File: config.mk
export PLATFORM = sky130hd
export DESIGN_NAME = wb_stream_writer_seq
export DESIGN_NICKNAME = d
export VERILOG_FILES = /design/src/rtl/wb_stream_writer_seq.sv
export SDC_FILE = /design/constraint.sdc
export NUM_CORES = 1
export LEC_CHECK = 0
export CAP_MARGIN = 40
export CORE_UTILIZATION = 25
export DETAILED_ROUTE_END_ITERATION = 10
export HOLD_SLACK_MARGIN = 0.15
export PLACE_DENSITY = 0.52
export REMOVE_ABC_BUFFERS = 1
export SLEW_MARGIN = 5
export SYNTH_ARGS = -nofsm -noshare
export SYNTH_HDL_FRONTEND = slang
export SYNTH_SLANG_ARGS = --single-unit
File: constraint.sdc
create_clock -name clk -period 5.08 [get_ports clk]
set_clock_uncertainty 0.1 [all_clocks]
set_input_delay 0.508 -clock clk [delete_from_list [all_inputs] [get_ports clk]]
set_output_delay 0.508 -clock clk [all_outputs]
set_load 0.05 [all_outputs]
File: src/rtl/wb_stream_writer_seq.sv
// Descriptor sequencer for wb_stream_writer.
// Software loads up to 2**DESC_AW buffer descriptors through the slave port.
// The master port programs the writer's config registers for each entry,
// starts it, waits for its irq, clears it, and moves on.
module wb_stream_writer_seq #(
  parameter int WB_AW   = 32,
  parameter int WB_DW   = 32,
  parameter int DESC_AW = 2
) (
  input  logic             clk,
  input  logic             rst,
  input  logic [WB_AW-1:0] wbs_adr_i,
  input  logic [WB_DW-1:0] wbs_dat_i,
  input  logic [3:0]       wbs_sel_i,
  input  logic             wbs_we_i,
  input  logic             wbs_cyc_i,
  input  logic             wbs_stb_i,
  output logic [WB_DW-1:0] wbs_dat_o,
  output logic             wbs_ack_o,
  output logic             wbs_err_o,
  output logic             wbs_rty_o,
  output logic [WB_AW-1:0] wbm_adr_o,
  output logic [WB_DW-1:0] wbm_dat_o,
  output logic [3:0]       wbm_sel_o,
  output logic             wbm_we_o,
  output logic             wbm_cyc_o,
  output logic             wbm_stb_o,
  output logic [2:0]       wbm_cti_o,
  output logic [1:0]       wbm_bte_o,
  input  logic             wbm_ack_i,
  input  logic             wbm_err_i,
  input  logic             writer_irq_i,
  output logic             irq_o
);

  localparam int DEPTH = 1 << DESC_AW;
  localparam int CW    = DESC_AW + 1;

  typedef enum logic [2:0] {
    S_IDLE, S_W_ADDR, S_W_SIZE, S_W_BURST, S_W_EN, S_WAIT_IRQ, S_W_CLR, S_NEXT
  } state_t;

  state_t               state_reg, state_next;
  logic [DESC_AW-1:0]   idx_reg, idx_next;
  logic                 run_reg, loop_reg, done_reg, err_reg;
  logic                 done_set, err_set;
  logic [CW-1:0]        count_reg;
  logic                 ack_reg;
  logic [WB_DW-1:0]     rdata_reg, rdata_next;

  logic [WB_DW-1:0]     start_mem [DEPTH];
  logic [WB_DW-1:0]     size_mem  [DEPTH];
  logic [WB_DW-1:0]     burst_mem [DEPTH];

  // Slave address decode; only the low byte is significant.
  logic [7:0]           reg_adr, desc_off;
  logic [3:0]           desc_ent;
  logic [1:0]           desc_word;
  logic [DESC_AW-1:0]   desc_idx;
  logic                 desc_hit, slv_req, slv_wr, ctrl_clr, master_active, is_last;
  logic                 unused_ok;

  assign reg_adr   = wbs_adr_i[7:0];
  assign desc_off  = reg_adr - 8'h40;
  assign desc_ent  = desc_off[7:4];
  assign desc_word = desc_off[3:2];
  assign desc_idx  = desc_ent[DESC_AW-1:0];
  assign desc_hit  = (reg_adr >= 8'h40) && ({1'b0, desc_ent} < 5'(DEPTH)) && (desc_word != 2'd3);
  // Ack is registered and never back-to-back, so each access is taken once.
  assign slv_req   = wbs_cyc_i & wbs_stb_i & ~ack_reg;
  assign slv_wr    = slv_req & wbs_we_i;
  assign ctrl_clr  = slv_wr && (reg_adr == 8'h00) && wbs_dat_i[2];
  assign unused_ok = ^{wbs_sel_i, wbs_adr_i[WB_AW-1:8], desc_off[1:0]};

  assign wbs_ack_o = ack_reg;
  assign wbs_dat_o = rdata_reg;
  assign wbs_err_o = 1'b0;
  assign wbs_rty_o = 1'b0;
  assign irq_o     = done_reg | err_reg;

  // Slave read mux.
  always_comb begin
    rdata_next = '0;
    case (reg_adr)
      8'h00: begin
        rdata_next[0] = run_reg;
        rdata_next[1] = loop_reg;
      end
      8'h04: begin
        rdata_next[0]            = (state_reg != S_IDLE);
        rdata_next[1]            = done_reg;
        rdata_next[2]            = err_reg;
        rdata_next[8 +: DESC_AW] = idx_reg;
      end
      8'h08: rdata_next[CW-1:0] = count_reg;
      default: begin
        if (desc_hit) begin
          case (desc_word)
            2'd0:    rdata_next = start_mem[desc_idx];
            2'd1:    rdata_next = size_mem[desc_idx];
            default: rdata_next = burst_mem[desc_idx];
          endcase
        end
      end
    endcase
  end

  // Slave handshake and control/count registers.
  always_ff @(posedge clk or negedge rst) begin
    if (!rst) begin
      ack_reg   <= 1'b0;
      rdata_reg <= '0;
      run_reg   <= 1'b0;
      loop_reg  <= 1'b0;
      count_reg <= '0;
    end else begin
      ack_reg   <= slv_req;
      rdata_reg <= slv_req ? rdata_next : '0;
      if (slv_wr && reg_adr == 8'h00) begin
        run_reg  <= wbs_dat_i[0];
        loop_reg <= wbs_dat_i[1];
      end
      if (slv_wr && reg_adr == 8'h08)
        count_reg <= (wbs_dat_i > WB_DW'(DEPTH)) ? CW'(DEPTH) : wbs_dat_i[CW-1:0];
    end
  end

  // Descriptor table writes; contents are not reset.
  always_ff @(posedge clk) begin
    if (slv_wr && desc_hit) begin
      case (desc_word)
        2'd0:    start_mem[desc_idx] <= wbs_dat_i;
        2'd1:    size_mem[desc_idx]  <= wbs_dat_i;
        default: burst_mem[desc_idx] <= wbs_dat_i;
      endcase
    end
  end

  assign master_active = (state_reg == S_W_ADDR) || (state_reg == S_W_SIZE) ||
                         (state_reg == S_W_BURST) || (state_reg == S_W_EN) ||
                         (state_reg == S_W_CLR);
  assign is_last = ({1'b0, idx_reg} == (count_reg - CW'(1)));

  // Sequencer state register, index and sticky done/err flags.
  always_ff @(posedge clk or negedge rst) begin
    if (!rst) begin
      state_reg <= S_IDLE;
      idx_reg   <= '0;
      done_reg  <= 1'b0;
      err_reg   <= 1'b0;
    end else begin
      state_reg <= state_next;
      idx_reg   <= idx_next;
      done_reg  <= (done_reg & ~ctrl_clr) | done_set;
      err_reg   <= (err_reg & ~ctrl_clr) | err_set;
    end
  end

  // Next-state logic. IDLE will not start while done or err is pending, so a
  // finished list stays finished until software clears the interrupt.
  always_comb begin
    state_next = state_reg;
    idx_next   = idx_reg;
    done_set   = 1'b0;
    err_set    = 1'b0;
    case (state_reg)
      S_IDLE: begin
        if (run_reg && !done_reg && !err_reg) begin
          if (count_reg != '0) state_next = S_W_ADDR;
          else                 done_set   = 1'b1;
        end
      end
      S_W_ADDR:   if (wbm_ack_i) state_next = S_W_SIZE;
      S_W_SIZE:   if (wbm_ack_i) state_next = S_W_BURST;
      S_W_BURST:  if (wbm_ack_i) state_next = S_W_EN;
      S_W_EN:     if (wbm_ack_i) state_next = S_WAIT_IRQ;
      S_WAIT_IRQ: if (writer_irq_i) state_next = S_W_CLR;
      S_W_CLR:    if (wbm_ack_i) state_next = S_NEXT;
      default: begin
        if (is_last) begin
          idx_next = '0;
          if (loop_reg && run_reg) begin
            state_next = S_W_ADDR;
          end else begin
            done_set   = 1'b1;
            state_next = S_IDLE;
          end
        end else begin
          idx_next   = idx_reg + DESC_AW'(1);
          state_next = run_reg ? S_W_ADDR : S_IDLE;
        end
      end
    endcase
    // A bus error aborts the list and keeps the index for inspection.
    if (master_active && wbm_err_i) begin
      state_next = S_IDLE;
      idx_next   = idx_reg;
      err_set    = 1'b1;
    end
  end

  // Master outputs; cyc drops in the same cycle an error is returned.
  always_comb begin
    wbm_cyc_o = master_active & ~wbm_err_i;
    wbm_stb_o = master_active & ~wbm_err_i;
    wbm_we_o  = master_active & ~wbm_err_i;
    wbm_sel_o = 4'hf;
    wbm_cti_o = 3'b111;
    wbm_bte_o = 2'b00;
    wbm_adr_o = '0;
    wbm_dat_o = '0;
    case (state_reg)
      S_W_ADDR: begin
        wbm_adr_o = WB_AW'(8'h04);
        wbm_dat_o = start_mem[idx_reg];
      end
      S_W_SIZE: begin
        wbm_adr_o = WB_AW'(8'h08);
        wbm_dat_o = size_mem[idx_reg];
      end
      S_W_BURST: begin
        wbm_adr_o = WB_AW'(8'h0C);
        wbm_dat_o = burst_mem[idx_reg];
      end
      S_W_EN:  wbm_dat_o = WB_DW'(1);
      S_W_CLR: wbm_dat_o = WB_DW'(2);
      default: ;
    endcase
  end

endmodule

* Yosys cells after proc, flatten, opt, wreduce, memory -nomap -nowiden *
Memory sizes are Yosys's and may differ from the RTL's.
Cells that the tools add are included.

storage, ports and cells
  register bits after elaboration = 45
  memories = 3
  word-level logic and storage cells = 119
  input port bits = 76
  bits in writable memories = 384

memory list
  name       words  width  rd ports  clocked after Yosys merged registers in  wr ports  line  text
  burst_mem  4      32     2         0                                        1         53    logic [WB_DW-1:0] burst_mem [DEPTH];
  size_mem   4      32     2         0                                        1         52    logic [WB_DW-1:0] size_mem [DEPTH];
  start_mem  4      32     2         0                                        1         51    logic [WB_DW-1:0] start_mem [DEPTH];

cells by class
  magnitude comparators = 3
  muxes and demuxes = 40
  equality and inequality tests = 19
  $add $sub $neg = 3
  bitwise logic cells = 14
  reduce and logical (&&, ||, !) cells = 28

operators by type and width
  operator                                                               count
  32-bit one-hot mux with 5 select lines                                 1
  32-bit 2-to-1 mux                                                      2
  32-bit one-hot mux with 2 select lines                                 1
  3-bit 2-to-1 mux                                                       11
  32-bit by 3-bit > comparator with 1-bit output, second input constant  1
  22-bit 2-to-1 mux                                                      1
  3-bit one-hot mux with 7 select lines                                  1
  1-bit 2-to-1 mux                                                       16
  3-bit by 2-bit != test with 1-bit output, second input constant        5
  4-bit one-hot mux with 3 select lines                                  1
  1-bit logical AND                                                      10
  3-bit == test, second input constant                                   3
  3-bit != test, second input constant                                   3
  8-bit by 3-bit == test with 1-bit output, second input constant        1
  8-bit by 4-bit == test with 1-bit output, second input constant        1
  8-bit by 7-bit >= comparator with 1-bit output, second input constant  1
  8-bit zero test                                                        1
  8-bit AND reduction                                                    1
  8-bit by 7-bit subtractor with 8-bit output, second input constant     1
  7-bit OR reduction                                                     1
  1-bit AND                                                              6
  3-bit by 2-bit == test with 1-bit output, second input constant        2
  2-bit one-hot mux with 3 select lines                                  1
  3-bit nonzero test                                                     2
  other kinds (22)                                                       33

* Logic depth before layout (Yosys ltp) *
Gate-level depths: netlist of run 1.

  depth after elaboration = 8
  gate-level depth with buffers = 8

* Least setup slack after synthesis of run 1 *
Ideal clock, no wire load.

  path type = input to register
  from = input port wbs_adr_i[3]
  to = memory burst_mem[0][0] (enable)
  arrival time = 3,485 ps
  setup slack = 1,034 ps
  data required time = 4,519 ps
  cell stages on the path = 6
  path buffers = 2
  cell sequence = buf_6 -> nand2_1 -> and3b_1 -> clkbuf_1 -> nand3_1 -> nor3_1

between the ends
  cells in the longest elaborated chain, start to end = 7
  elaborated cells on any way between the ends = 13
  those cells by class = add/sub (1); order compare (2); eq/ne (2); mux (3); reduce/logical (5)

ends and longest elaborated chain
  item                                                   line  text
  start, declared                                        12    input logic [WB_AW-1:0] wbs_adr_i,
  8-bit by 7-bit subtractor with 8-bit output            64    assign desc_off = reg_adr - 8'h40;
  4-bit by 3-bit less-than comparator with 1-bit output  68    assign desc_hit = (reg_adr >= 8'h40) && ({1'b0, desc_ent} < 5'(DEPTH)) && (desc_word != 2'd3);
  1-bit logical AND (2 in series)                        68
  1-bit logical AND                                      130   if (slv_wr && desc_hit) begin
  1-bit 2-to-1 mux                                       130
  1-bit 2-to-1 mux (implied by the code)                 134   default: burst_mem[desc_idx] <= wbs_dat_i;
  end, declared                                          53

Several ways; a longest one is shown, not always the timed one.

* Worst setup path in the final report of run 1 *
  from = register idx_reg[0]
  to = output port wbm_dat_o[26]

between the ends
  cells in the longest elaborated chain, start to end = 2
  elaborated cells on any way between the ends = 4
  those cells by class = mux (1); memory (3)

ends and longest elaborated chain
  item                                              line  text
  start, declared                                   44    logic [DESC_AW-1:0] idx_reg, idx_next;
  start signal, assigned                            153   idx_reg <= idx_next;
  memory read 4 x 32 bit, on equally long branches  -
  32-bit one-hot mux with 5 select lines *          212   case (state_reg)
  end, declared                                     23    output logic [WB_DW-1:0] wbm_dat_o,

Mark *: on every way between the ends. The rest lies on a longest branch, timed or not.

==> metrics.yaml, run 1 <==
yosys_warnings: 0
cp_slowest_cell: "clkdlybuf4s50_1"
rsz0062_at_grt: "false"
cp_max_fo: 28
grt_overflow: 0
finalHoldViolations: 0
min_period_ps: 4390
drt_wl_total_um: 56400
dp_slack_ps: 1220
fin_util: 0.303
clk_pin_slew_ps: 60
crit_required_ps: 4470
startpoint: "idx_reg[0]"
synth-seq-cells: 429
drc: 0
cp_cell_sequence: "buf_12, mux4_2, mux2i_1, a211oi_1, clkdlybuf4s50_1"
drive_above_1_share: 0.260
rrSetupSlack_ps: 2380
cts.sinks: 429
synth-edff-count: 384
htree_levels: 2
clock_latency_ps: 590
reg_top3: "burst_mem (128), size_mem (128), start_mem (128)"
critical_path_class: "reg2out"
viasPerCell: 4.75
crit_arrival_ps: 3780
synth_area_leaders: "edfxtp_1 (57%), mux4_2 (21%), dfrtp_1 (5.6%)"
setup_viol_count_final: 0
switching_share: 0.320
worst_r2r_path_depth: 4
drt_iter0_markers: 778
clockRootBuffer: "clkbuf_16"
ys_seq_area_frac: 0.629
cts_tree: "built"
max_stage_delay_ps: 940
antenna_cells: 0
start_util: 0.254
fillers: 7707
synth_cells: 1104
synth_ff_type: "edfxtp_1"
endpoint: "wbm_dat_o[26]"
drv_cap: 0
max_freq_mhz: 228
synth_top_area_frac: 0.573
core_area_um2: 79300
post-cts-setup-buffers: 0
seqPwrFrac: 0.400
peakVddDrop_mv: 0.221
grt_pass1_wl_um: 82200
startpoint_type: "flop"
hold_class: "reg2reg"
post-dp-hpwl_um: 34200
die_area_um2: 81600
slew_viol_final: 0
reg2reg_to: "start_mem[3][5]"
placementRows: 103
r2r-start: "wbs_ack_o"
async_flop_share: 0.105
period_share: 0.864
fin_nets: 1303
netlist_area_um2: 20100
cts_buffers: 47
tightestPinTransition_ps: 845
power.share.clock: 0.334
dr.pass1.iters: 5
status: "finished, final reports clean"
die_h_um: 286
drtAntennaViolNets: 0
p_sw_mw: 3.25
slew_headroom: 0.437
cp-end-kind: "primary output"
timing.final.ws_setup_ps: 690
synth.largest_area_cell: "edfxtp_1"
grt_pass1_vias: 11700
clk_path_buf_depth: 3
syn2layout_area_growth_pct: 19.5
grt_max_degree: 56
gp_congestion: 0.736
io_pins: 188
p_per_area_nw_per_um2: 422
fin_setup_tns_ps: 0
die_x_um: 286
track_usage: 0.138
io_buffers: 118
avgSynthCellArea_um2: 18.2
wire_per_inst_um: 24.4
p_int_mw: 6.89
yosys.cell_types.count: 56
p_leak_nw: 7.54
vias: 11000
antenna_found_initial: 6
p_comb_frac: 0.265
-- stage by stage --
| step | hold slack (ps) | instances | total power [mW] | cell area, µm² |
|---|---|---|---|---|
| detailed placement | 409 | 2225 | 6.87 | 22500 |
| finish | 422 | 2314 | 10.1 | 24000 |
| global route | 442 | 2314 | 10.5 | 24000 |
| floorplan | 112 | 1017 | 5.96 | 19500 |
| CTS | 421 | 2314 | 10.3 | 24000 |
| global placement | 402 | 2223 | 6.87 | 22500 |
-- cells in the mapped netlist, types with 2 or more instances --
cell / number
a211oi_1: 33
a21oi_1: 34
a22o_1: 3
a31oi_1: 3
a32oi_1: 3
and3_1: 2
and3b_1: 3
buf_1: 5
buf_2: 22
buf_4: 57
buf_6: 8
clkbuf_1: 32
conb_1: 2
dfrtp_1: 45
edfxtp_1: 384
ha_1: 2
inv_1: 7
mux2_1: 2
mux2_2: 5
mux2i_1: 66
mux4_2: 186
nand2_1: 36
nand2b_1: 6
nand3_1: 12
nand4_1: 5
nor2_1: 21
nor2b_1: 37
nor3_1: 7
nor3b_1: 2
nor4_1: 7
o21ai_0: 6
o21ai_1: 28
o22ai_1: 4
o2bb2ai_1: 2
o31ai_1: 5
xor2_1: 2
-- cell usage in the layout, fill, tap and decap left out, types with 34 or more instances in the layout --
master and count:
edfxtp_1 384, mux4_2 186, clkdlybuf4s50_1 113, mux2i_1 66
clkbuf_16 48, conb_1 41, dfrtp_1 40, nor2b_1 37
nand2_1 36, a21oi_1 34
-- power groups by stage --
stage          clock, mW  combinational (mW)  sequential, mW
2_1_floorplan          0                1.73            4.23
6_report            3.39                2.69            4.06
3_5_place_dp           0                2.73            4.14
3_3_place_gp           0                2.71            4.16
4_1_cts             3.48                2.75            4.07
5_1_grt             3.60                2.84            4.07
-- routing by layer --
metal	GRT usage	vias up	routed length (µm)
li1	-	4730	-
met1	0.182	5847	24400
met2	0.232	331	27600
met3	0.0287	78	3240
met4	0.0325	8	1090
met5	0	-	50
-- logic make-up after synthesis --
group / after synthesis / share of synthesized area
buffers and inverters: 133 / 0.0405
xor gates and xnor gates: 3 / 0.00131
DFF: 429 / 0.629
muxes: 260 / 0.246
and+or+nand+nor: 147 / 0.0406
adders and majority gates: 2 / 0.00124
AOI/OAI and AO/OA: 128 / 0.0407
other: 2 / 0.000373
-- worst min path at each step --
stage	slack, ps	to	cells past startpoint	from
2_1_floorplan	110	count_reg[0]	0	rst
3_3_place_gp	400	done_reg	1	done_reg
3_5_place_dp	410	done_reg	1	done_reg
4_1_cts	420	done_reg	1	done_reg
5_1_grt	440	done_reg	1	done_reg
6_report	420	done_reg	1	done_reg
-- what timing repair did --
action,4_1_cts,5_1_grt
setup endpoints to repair,0,0
hold endpoints to repair,45,0
hold buffers,1,0
gates resized for setup,0,0
-- area by class of cell --
cell class / count / area, µm² / share of cell area
Sequential cell: 429 / 12700 / 0.527
Tap cell: 1050 / 1310 / 0.0546
Multi-Input combinational cell: 581 / 6880 / 0.286
Inverter: 7 / 26.3 / 0.00109
Clock inverter: 24 / 216 / 0.00900
Clock buffer: 64 / 1310 / 0.0545
Timing Repair Buffer: 159 / 1630 / 0.0679
-- critical path: cells and delay by family (launching register included) --
| family | cells | cell delay, ps |
|---|---|---|
| buffers and inverters | 2 | 1280 |
| DFF | 1 | 820 |
| AOI/OAI and AO/OA | 1 | 710 |
| muxes | 2 | 340 |
Power figures use the tool's default switching activity.
==> run 2: changes to the inputs <==
--- a/config.mk
+++ b/config.mk
@@ -11,6 +11,7 @@
 export HOLD_SLACK_MARGIN = 0.15
 export PLACE_DENSITY = 0.52
 export REMOVE_ABC_BUFFERS = 1
+export SETUP_SLACK_MARGIN = 0.4
 export SLEW_MARGIN = 5
 export SYNTH_ARGS = -nofsm -noshare
 export SYNTH_HDL_FRONTEND = slang
==> results of run 2 <==
Final layout, timing and power as in run 1 (identical DEF).
==> run 3: changes to the inputs <==
--- a/config.mk
+++ b/config.mk
@@ -7,9 +7,10 @@
 export LEC_CHECK = 0
 export CAP_MARGIN = 40
 export CORE_UTILIZATION = 25
+export CTS_CLUSTER_SIZE = 8
 export DETAILED_ROUTE_END_ITERATION = 10
-export HOLD_SLACK_MARGIN = 0.15
-export PLACE_DENSITY = 0.52
+export DONT_BUFFER_PORTS = 1
+export PLACE_DENSITY = 0.49
 export REMOVE_ABC_BUFFERS = 1
 export SETUP_SLACK_MARGIN = 0.4
 export SLEW_MARGIN = 5
==> metrics.yaml, run 3 (same netlist as run 1, synthesis figures left out) <==
status: "finished, final reports clean"
grt_pass1_vias: 11800
fin_nets: 1258
drive_above_1_share: 0.305
finalHoldViolations: 0
hold_class: "in2reg"
tightestPinTransition_ps: 859
final_cell_mix: "edfxtp_1 (384), mux4_2 (186), mux2i_1 (66)"
post-dp-hpwl_um: 32100
clockRootBuffer: "clkbuf_16"
syn2layout_area_growth_pct: 18.2
placed_cells: 2128
register_area_um2: 12700
crit_arrival_ps: 2990
peakVddDrop_mv: 0.263
drt_iter0_markers: 764
slew_viol_final: 0
cts.sinks: 429
placementRows: 103
clock_latency_ps: 620
drv_cap: 0
period_share: 0.709
p_sw_mw: 3.31
clk_path_buf_depth: 3
p_total_mw: 10.5
rsz0062_at_grt: "false"
cp_max_fo: 47
die_h_um: 286
gp_congestion: 0.713
cp-end-kind: "primary output"
seqPwrFrac: 0.389
final_common_cell: "edfxtp_1"
die_x_um: 286
cts_tree: "built"
vias: 10900
fin_util: 0.300
start_util: 0.254
grt_pass1_wl_um: 85400
io_buffers: 0
p_int_mw: 7.18
timing.final.ws_setup_ps: 1480
htree_levels: 2
fin_setup_tns_ps: 0
grt_overflow: 0
core_area_um2: 79300
fillers: 7743
holdWs_ps: 43.9
wire_per_inst_um: 25.8
p_per_area_nw_per_um2: 441
crit_required_ps: 4470
post-cts-setup-buffers: 0
startpoint_type: "flop"
fin_cells: 2283
viasPerCell: 4.79
dr.pass1.iters: 5
critical_path_class: "reg2out"
reg_top3: "burst_mem (128), size_mem (128), start_mem (128)"
die_area_um2: 81600
worst_r2r_path_depth: 4
cts_buffers: 60
drc: 0
max_freq_mhz: 278
min_path_cells: 2
min_period_ps: 3600
setup_viol_count_final: 0
power.share.clock: 0.358
grt_max_degree: 109
io_pins: 188
dpl-instance-area_um2: 21600
multi_input_area_um2: 7040
drtAntennaViolNets: 0
slew_headroom: 0.427
dp_slack_ps: 1840
switching_share: 0.316
p_comb_frac: 0.252
p_leak_nw: 7.51
drt_wl_total_um: 58900
clk_pin_slew_ps: 60
final_area_um2: 23800
antenna_found_initial: 2
track_usage: 0.145
-- run 3: routing by layer --
metal | wire [µm] | GRT usage | up-vias
li1 | - | - | 4660
met1 | 25400 | 0.189 | 5891
met2 | 28700 | 0.240 | 294
met3 | 3440 | 0.0342 | 84
met4 | 1380 | 0.0428 | 0
met5 | 0 | 0 | -
-- run 3: cell type report --
class,count,area share
antenna,2,0.000210
clock buffer,109,0.0717
clock inverter,4,0.00237
inverter,7,0.00110
multi-input combinational,581,0.296
sequential,429,0.533
tap,1050,0.0552
timing repair buffer,101,0.0407
-- run 3: final timing paths --
path / slack [ps] / to / from
worst min-delay path: 40 / wbs_dat_o[26] / wbs_adr_i[6]
worst max-delay path: 1480 / wbm_dat_o[1] / idx_reg[1]
max in group asynchronous: 4240 / idx_reg[0] / rst
worst min register to register: 420 / done_reg / done_reg
worst max register to register: 1910 / burst_mem[1][18] / wbs_ack_o
min in group asynchronous: 330 / wbs_dat_o[10] / rst
-- run 3: repair_timing --
item	CTS	global route
hold buffers	39	0
hold endpoints to repair	443	0
resized for setup	0	0
-- run 3: power by group through the flow --
stage | combinational (mW) | clock, mW | sequential, mW
3_3_place_gp | 2.40 | 0 | 4.16
6_report | 2.65 | 3.76 | 4.08
3_5_place_dp | 2.61 | 0 | 4.16
2_1_floorplan | 1.73 | 0 | 4.23
5_1_grt | 2.81 | 3.98 | 4.10
4_1_cts | 2.70 | 3.86 | 4.09
-- run 3: worst max-delay path, cell delays in order, from the launching register on --
cell	delay, ps
dfrtp_4	970
buf_12	360
mux4_2	350
mux2_2	280
o2bb2ai_1	150
buf_4	220
